--- src/rtl/hello_nios2_qsys_oci_dct_monitor.sv ---
// Debug monitor for Nios II OCI direct-control-transfer trace words: buffers
// accepted words in a FIFO for a reader, keeps error flags and a code total, and tracks end of test.
module hello_nios2_qsys_oci_dct_monitor #(
    parameter int BUF_W  = 30,
    parameter int CNT_W  = 4,
    parameter int DEPTH  = 16,
    parameter int STAT_W = 16
) (
    input  logic                      clk,
    input  logic                      reset_n,
    input  logic                      dct_valid,
    input  logic [BUF_W-1:0]          dct_buffer,
    input  logic [CNT_W-1:0]          dct_count,
    input  logic                      test_ending,
    input  logic                      test_has_ended,
    input  logic                      rd_ready,
    output logic                      rd_valid,
    output logic [CNT_W+BUF_W-1:0]    rd_data,
    output logic [$clog2(DEPTH):0]    level,
    output logic [STAT_W-1:0]         code_total,
    output logic                      overflow,
    output logic                      count_err,
    output logic                      drained,
    output logic                      done
);

    localparam int AW    = $clog2(DEPTH);
    localparam int LW    = AW + 1;
    localparam int EW    = CNT_W + BUF_W;
    localparam int SUM_W = ((STAT_W > CNT_W) ? STAT_W : CNT_W) + 1;

    localparam logic [CNT_W-1:0]  MAXC_C  = CNT_W'(BUF_W / 2);
    localparam logic [LW-1:0]     FULL_C  = LW'(DEPTH);
    localparam logic [STAT_W-1:0] TOT_MAX = {STAT_W{1'b1}};

    localparam logic [1:0] ST_RUN   = 2'd0;
    localparam logic [1:0] ST_DRAIN = 2'd1;
    localparam logic [1:0] ST_DONE  = 2'd2;

    logic [1:0]        state_q, state_d;
    logic [AW-1:0]     wr_ptr_q, wr_ptr_d;
    logic [AW-1:0]     rd_ptr_q, rd_ptr_d;
    logic [LW-1:0]     level_q, level_d;
    logic [STAT_W-1:0] total_q, total_d;
    logic [EW-1:0]     head_q, head_d;
    logic              rd_valid_q;
    logic              overflow_q, overflow_d;
    logic              count_err_q, count_err_d;
    logic              drained_q;
    logic              done_q;
    logic [EW-1:0]     mem_q [DEPTH];

    logic              push_try_s;
    logic              cnt_bad_s;
    logic              full_s;
    logic              pop_s;
    logic              push_s;
    logic [EW-1:0]     entry_s;
    logic [SUM_W-1:0]  sum_s;

    // Next-state logic: push/pop arbitration, pointers, flags, total and end-of-test sequencing.
    always_comb begin
        push_try_s  = dct_valid && (state_q == ST_RUN);
        cnt_bad_s   = (dct_count > MAXC_C);
        full_s      = (level_q == FULL_C);
        pop_s       = rd_valid_q && rd_ready;
        push_s      = push_try_s && !cnt_bad_s && (!full_s || pop_s);
        entry_s     = {dct_count, dct_buffer};
        sum_s       = SUM_W'(total_q) + SUM_W'(dct_count);

        wr_ptr_d    = push_s ? (wr_ptr_q + AW'(1)) : wr_ptr_q;
        rd_ptr_d    = pop_s  ? (rd_ptr_q + AW'(1)) : rd_ptr_q;

        if (push_s && !pop_s) begin
            level_d = level_q + LW'(1);
        end else if (pop_s && !push_s) begin
            level_d = level_q - LW'(1);
        end else begin
            level_d = level_q;
        end

        if (!push_s) begin
            total_d = total_q;
        end else if (sum_s > SUM_W'(TOT_MAX)) begin
            total_d = TOT_MAX;
        end else begin
            total_d = sum_s[STAT_W-1:0];
        end

        // count_err takes precedence, so an oversized word in a full FIFO is never reported as overflow
        count_err_d = count_err_q || (push_try_s && cnt_bad_s);
        overflow_d  = overflow_q || (push_try_s && !cnt_bad_s && full_s && !pop_s);

        if (level_d == LW'(0)) begin
            head_d = '0;
        end else if (push_s && (rd_ptr_d == wr_ptr_q)) begin
            head_d = entry_s;
        end else begin
            head_d = mem_q[rd_ptr_d];
        end

        case (state_q)
            ST_RUN: begin
                if (test_has_ended) begin
                    state_d = ST_DONE;
                end else if (test_ending) begin
                    state_d = ST_DRAIN;
                end else begin
                    state_d = ST_RUN;
                end
            end
            ST_DRAIN: begin
                if (test_has_ended) begin
                    state_d = ST_DONE;
                end else begin
                    state_d = ST_DRAIN;
                end
            end
            ST_DONE: state_d = ST_DONE;
            default: state_d = ST_RUN;
        endcase
    end

    // Control and status registers with synchronous active-low reset.
    always_ff @(posedge clk) begin
        if (!reset_n) begin
            state_q     <= ST_RUN;
            wr_ptr_q    <= '0;
            rd_ptr_q    <= '0;
            level_q     <= '0;
            total_q     <= '0;
            head_q      <= '0;
            rd_valid_q  <= 1'b0;
            overflow_q  <= 1'b0;
            count_err_q <= 1'b0;
            drained_q   <= 1'b0;
            done_q      <= 1'b0;
        end else begin
            state_q     <= state_d;
            wr_ptr_q    <= wr_ptr_d;
            rd_ptr_q    <= rd_ptr_d;
            level_q     <= level_d;
            total_q     <= total_d;
            head_q      <= head_d;
            rd_valid_q  <= (level_d != LW'(0));
            overflow_q  <= overflow_d;
            count_err_q <= count_err_d;
            drained_q   <= (state_q != ST_RUN) && (level_q == LW'(0));
            done_q      <= (state_d == ST_DONE);
        end
    end

    // Entry storage; contents are meaningless while level is 0, so no reset is needed.
    always_ff @(posedge clk) begin
        if (push_s) begin
            mem_q[wr_ptr_q] <= entry_s;
        end else begin
            mem_q[wr_ptr_q] <= mem_q[wr_ptr_q];
        end
    end

    assign rd_valid   = rd_valid_q;
    assign rd_data    = head_q;
    assign level      = level_q;
    assign code_total = total_q;
    assign overflow   = overflow_q;
    assign count_err  = count_err_q;
    assign drained    = drained_q;
    assign done       = done_q;

endmodule

--- config.mk ---
export PLATFORM = sky130hd
export DESIGN_NAME = hello_nios2_qsys_oci_dct_monitor
export DESIGN_NICKNAME = d
export VERILOG_FILES = /design/src/rtl/hello_nios2_qsys_oci_dct_monitor.sv
export SDC_FILE = /design/constraint.sdc
export NUM_CORES = 1
export LEC_CHECK = 0
export CORE_MARGIN = 4
export CORE_UTILIZATION = 51
export DETAILED_ROUTE_END_ITERATION = 6
export PLACE_DENSITY = 0.66
export SLEW_MARGIN = 20
export SYNTH_ARGS = -nofsm -noshare
export SYNTH_HDL_FRONTEND = slang
export SYNTH_SLANG_ARGS = --single-unit
--- constraint.sdc ---
create_clock -name clk -period 10.1 [get_ports clk]
set_input_delay 1.01 -clock clk [delete_from_list [all_inputs] [get_ports clk]]
set_output_delay 1.01 -clock clk [all_outputs]
set_load 0.01 [all_outputs]
After elaboration in Yosys (flattened, before gate mapping)
Memories as Yosys holds them, arrays and structs flattened. A register that Yosys moved wholly into a read port is not among the register bits.
Cells that the tools add are included.

operators by class
  add/subtract/negate cells = 5
  muxes and demuxes = 12
  bitwise operators = 2
  equality and inequality tests = 5
  $lt $le $gt $ge = 2
  reduce and logical (&&, ||, !) cells = 24

operators by type and width
  kind                    number
  $mux W34                1
  $add A16 B4 Y17         1
  $gt A17 B16 Y1 const B  1
  $mux W16                1
  $logic_and A1 B1 Y1     10
  $logic_not A5 Y1        2
  $mux W5                 2
  $add A4 B1 Y4 const B   2
  $pmux W2 S3             1
  $add A5 B1 Y5 const B   1
  $eq A5 B5 Y1 const B    1
  $reduce_bool A5 Y1      1
  $sub A5 B1 Y5 const B   1
  $eq A2 B2 Y1 const B    2
  $gt A4 B4 Y1 const B    1
  $logic_not A1 Y1        4
  $mux W1                 4
  $mux W2                 2
  $mux W4                 1
  $logic_or A1 B1 Y1      3
  $eq A2 B1 Y1 const B    1
  $logic_not A2 Y1        1
  $reduce_and A2 Y1       1
  $reduce_bool A2 Y1      1
  4 further kinds         4

word-level totals
  bits of input ports = 40
  register bits after elaboration = 36
  output and inout port bits = 60
  bits in writable memories = 544
  word-level logic and storage cells = 61
  memories kept = 1

memories
  memory  words  width  read ports  clocked after Yosys merged registers in  wr ports  line  source
  mem_q   16     34     1           1                                        1         51    logic [EW-1:0] mem_q [DEPTH];

Longest topological paths before layout
  depth after elaboration = 10
  depth in mapped cells = 9

Worst setup path after synthesis
No wires, ideal clock.

  path type = input to register
  start = in dct_valid
  end = mem mem_q[0][0] (netlist name), enable pin
  data required time = 9.633 ns
  arrival = 4.602 ns
  stages on the path = 7
  setup time = 0.467 ns
  setup slack = 5.031 ns
  path through = or3b_1 -> buf_2 -> a21oi_1 -> buf_2 -> buf_1 -> nand2_1 -> nor3_1

between the ends
  cells in the longest elaborated chain, start to end = 6
  elaborated cells between the ends (all ways) = 8
  classes of those cells = mux (3); bitwise (1); reduce/logical (4)

ends and longest elaborated chain
  element                                                             line      source
  from (decl)                                                         11        input logic dct_valid,
  $logic_and A1 B1 Y1 *                                               63        push_try_s = dct_valid && (state_q == ST_RUN);
  $logic_and A1 B1 Y1 * (2 in series)                                 67        push_s = push_try_s && !cnt_bad_s && (!full_s || pop_s);
  $mux W1, on equally long branches                                   155, 158
  $mux W1 (not written as such) or $reduce_and A2 Y1 (tied branches)  n/a
  $or A1 B1 Y1 (no line) *                                            n/a
  to (decl)                                                           51

Mark *: on every way between the ends. The rest lies on a longest branch, timed or not.

Worst setup path after layout
  start = in rd_ready
  end = reg head_q[20] (netlist: rd_data[20]), read port of mem_q

between the ends
  cells in the longest elaborated chain, start to end = 9
  elaborated cells between the ends (all ways) = 12
  classes of those cells = mux (3); reduce/logical (9)

ends and longest elaborated chain
  element                     line  source
  from (decl)                 16    input logic rd_ready,
  $logic_and A1 B1 Y1 *       66    pop_s = rd_valid_q && rd_ready;
  $logic_or A1 B1 Y1          67
  $logic_and A1 B1 Y1         67
  $logic_not A1 Y1            n/a
  $logic_and A1 B1 Y1         76    end else if (pop_s && !push_s) begin
  $mux W5                     76
  $mux W5                     74    if (push_s && !pop_s) begin
  $logic_not A5 Y1            94    if (level_d == LW'(0)) begin
  $reduce_or A2 Y1 (no line)  n/a
  to (decl)                   45    logic [EW-1:0] head_q, head_d;

Marked as above.
A chain may end at the register's enable or synchronous reset.

==> results.tsv <==
metric	value	unit
status	complete, no violations	
Fin Setup TNS	0	ns
Syn Std Cell Area	0.0234	mm2
static leakage	8.83	nW
die footprint	0.0494	mm2
Clock Path Buffers	3	
GRT Total Usage	21.0	%
Max stage delay on crit path	0.81	ns
CP endpoint kind	register	
Place WS	5.06	ns
post-cts resize count	0	
Yosys cell types	51	
CP Data Arrival Time	4.81	ns
CP max FO	44	
largest net degree at the start of global routing	53	
final clock skew	0.0186	ns
post-synthesis xor/xnor area fraction	0.808	%
CTS Buf Count	59	
Ys Warns	0	
syn_area_per_cell	20.3	um2
chip width	222	um
vias per cell	6.05	
I/O pins	100	
worst r2r dst	rd_data[20]	
Max IR drop VDD	0.140	mV
WP depth	9	
Post-synth EDFFs	544	
P per Cell Area	237	mW/mm2
worst r2r path cells	8	
CTS tree	done	
postcts setup bufs	0	
Final Critical Period	4.34	ns
layout cells sized above 1	22.7	%
slowest CP cell	buf_4	
fillers	3262	
H-tree depth	2	
RSZ-0062 raised after global routing	no	
final hold violations	0	
largest family of logic cells by synthesized area	multiplexers	
Slew @ Worst Pin	0.883	ns
ANT nets after route	0	
WP data required	10.58	ns
Simple-Gate Fraction of Synth Area	2.79	%
Post-Synth Adder-Cell Area	0.727	%
setup ws final	5.76	ns
Worst R2R Start	rd_valid	
vias in the first global route	12200	
Worst Path Class, Setup	in -> reg	
initial core utilization	51.6	%
Chip Height	222	um
Synth async-reset ratio	0	%
post-synthesis compound-gate area fraction	5.13	%
worst hold path class	reg -> reg	
Hold Path Cell Cnt	1	
startpoint types	primary input	
antenna violations before repair	3	
total number of vias	11700	
Max Cap Viol	0	
global-route wire length before repair	77.8	mm
1st-iter DRT viols	1196	
DRC	0	
Yosys reg bits	613	
Max-slew headroom	41.2	%
max-slew violations	0	
Area after DPL	0.0253	mm2
mux share of post-synthesis cell area	13.3	%
drt pass-1 iters	5	
RD Place Congestion	0.743	
Final Cycle Share	42.9	%
nets	1338	
clk root buf	clkbuf_16	
Clock transition at path regs	0.06	ns
Worst Hold Endpoint	state_q[0]	
R2R setup slack	6.31	ns
final setup violation count	0	
Achievable Freq	231	MHz
commonest non-fill, non-tap cells in the layout	544 x edfxtp_1, 136 x mux4_2, 98 x clkdlybuf4s50_1	
final WL	51.2	mm
Final HPWL DP	26.7	mm
Area Overhead vs Synth	16.4	%
register area share after synthesis	75.7	%
Sink Count	613	
final instance area	0.0272	mm2
Primary FF master, synth	edfxtp_1	
GR Overflow Total	0	
crit path buf inv count	3	
Hold-fix buffers, CTS	0	
CP cell instances	clkdlybuf4s50_1, and2_1, xnor2_2, buf_4, buf_4, mux4_2, a22o_1, a221oi_1, a211oi_1	
CORE AREA	0.0454	mm2
Crit path max-delay family	buffers and inverters	
Hold Crit Start	state_q[1]	
Site Rows	78	
Clk Latency, worst-skew pair	0.62	ns
Syn Inst Count	1154	
Buffers on Ports	98	
Mapped Nets	1207	
commonest non-fill, non-tap cell in the layout	edfxtp_1	
antenna diode count	0	
Worst path most repeated cell	buf_4	
Avg WL per Cell	26.5	um
-- per-layer routing --
metal	up-vias	global-route usage, %	wire length [um]
li1	5043	-	-
met1	6148	30.6	21700
met2	423	33.5	24800
met3	83	4.25	3590
met4	6	4.84	1040
met5	-	0	42
-- power by group --
group | leakage [nW] | switching, mW | total [mW] | internal, mW
Combinational | 2.40 | 0.647 | 1.34 | 0.688
Clock | 0.965 | 0.919 | 2.22 | 1.30
Sequential | 5.47 | 0.0550 | 2.91 | 2.86
Total | 8.83 | 1.62 | 6.47 | 4.85
-- layout make-up --
class                      count  area [um2]  share of cell area [%]
sequential                   613       17700                    65.0
clock inverter                24         275                    1.01
inverter                      13        48.8                   0.179
clock buffer                  86        1710                    6.27
timing repair buffer         134        1250                    4.59
tap                          600         751                    2.76
multi-input combinational    464        5490                    20.1
-- worst reg2reg max path, cell delays in order (launching register included) --
cell and delay, ns:
dfxtp_1 0.36, and2_1 0.47, xnor2_2 0.18, buf_4 0.57, buf_4 0.86, mux4_2 0.63
a22o_1 0.24, a221oi_1 0.24, a211oi_1 0.11
-- kinds of logic (layout without fill, tap and decap cells) --
| group | count (synthesis) | count (layout) |
|---|---|---|
| DFF | 613 | 613 |
| other | 1 | 1 |
| adders and majority gates | 13 | 13 |
| muxes | 141 | 141 |
| xor gates and xnor gates | 20 | 20 |
| and+or+nand+nor | 141 | 141 |
| AOI/OAI and AO/OA | 148 | 148 |
| buffers and inverters | 77 | 257 |
-- per-stage QoR --
stage / util [%] / hold slack [ns] / power [mW] / std cells
final: 60.0 / 0.516 / 6.47 / 1934
after global routing: 60.0 / 0.536 / 6.75 / 1934
after CTS: 60.0 / 0.514 / 6.54 / 1934
after detailed placement: 55.7 / 0.495 / 4.32 / 1824
after global placement: 55.7 / 0.478 / 4.31 / 1824
after floorplan: - / 0.480 / 3.93 / 1154
-- synth_stat cells (3+ instances only) --
cell | count | share of area (%)
edfxtp_1 | 544 | 70
mux4_2 | 136 | 13
nor2_1 | 70 | 1.1
dfxtp_1 | 69 | 5.9
a221oi_1 | 34 | 1.3
a22o_1 | 34 | 1.3
clkbuf_1 | 28 | 0.45
a211oi_1 | 25 | 0.80
buf_2 | 25 | 0.53
nand2_1 | 22 | 0.35
a21oi_1 | 20 | 0.43
nor3_1 | 13 | 0.28
ha_1 | 12 | 0.64
inv_1 | 12 | 0.19
xnor2_1 | 12 | 0.45
a211oi_2 | 10 | 0.53
o21ai_0 | 10 | 0.21
nand3_1 | 9 | 0.19
xor2_1 | 7 | 0.26
buf_1 | 6 | 0.096
mux2i_1 | 5 | 0.21
nand4_1 | 5 | 0.13
a21oi_2 | 3 | 0.11
and3_1 | 3 | 0.080
buf_6 | 3 | 0.14
nand2b_1 | 3 | 0.080
-- how the worst max path moves through the flow --
| stage | from | to | slack [ns] |
|---|---|---|---|
| finish | rd_ready | rd_data[20] | 5.76 |
| global route | rd_ready | rd_data[21] | 5.38 |
| CTS | rd_ready | rd_data[17] | 5.70 |
| detailed placement | rd_ready | rd_data[22] | 5.06 |
| global placement | rd_ready | rd_data[15] | 5.16 |
| floorplan | dct_valid | mem_q[0][0] | 5.03 |
-- state kept, by name, indices dropped and copies added, names as in the netlist, 2 cells and up --
name / flops
state_q: 2
code_total: 16
wr_ptr_q: 4
level: 5
mem_q: 544
rd_ptr_q: 4
rd_data: 34
Note: power is estimated with default switching activity, not from simulation.
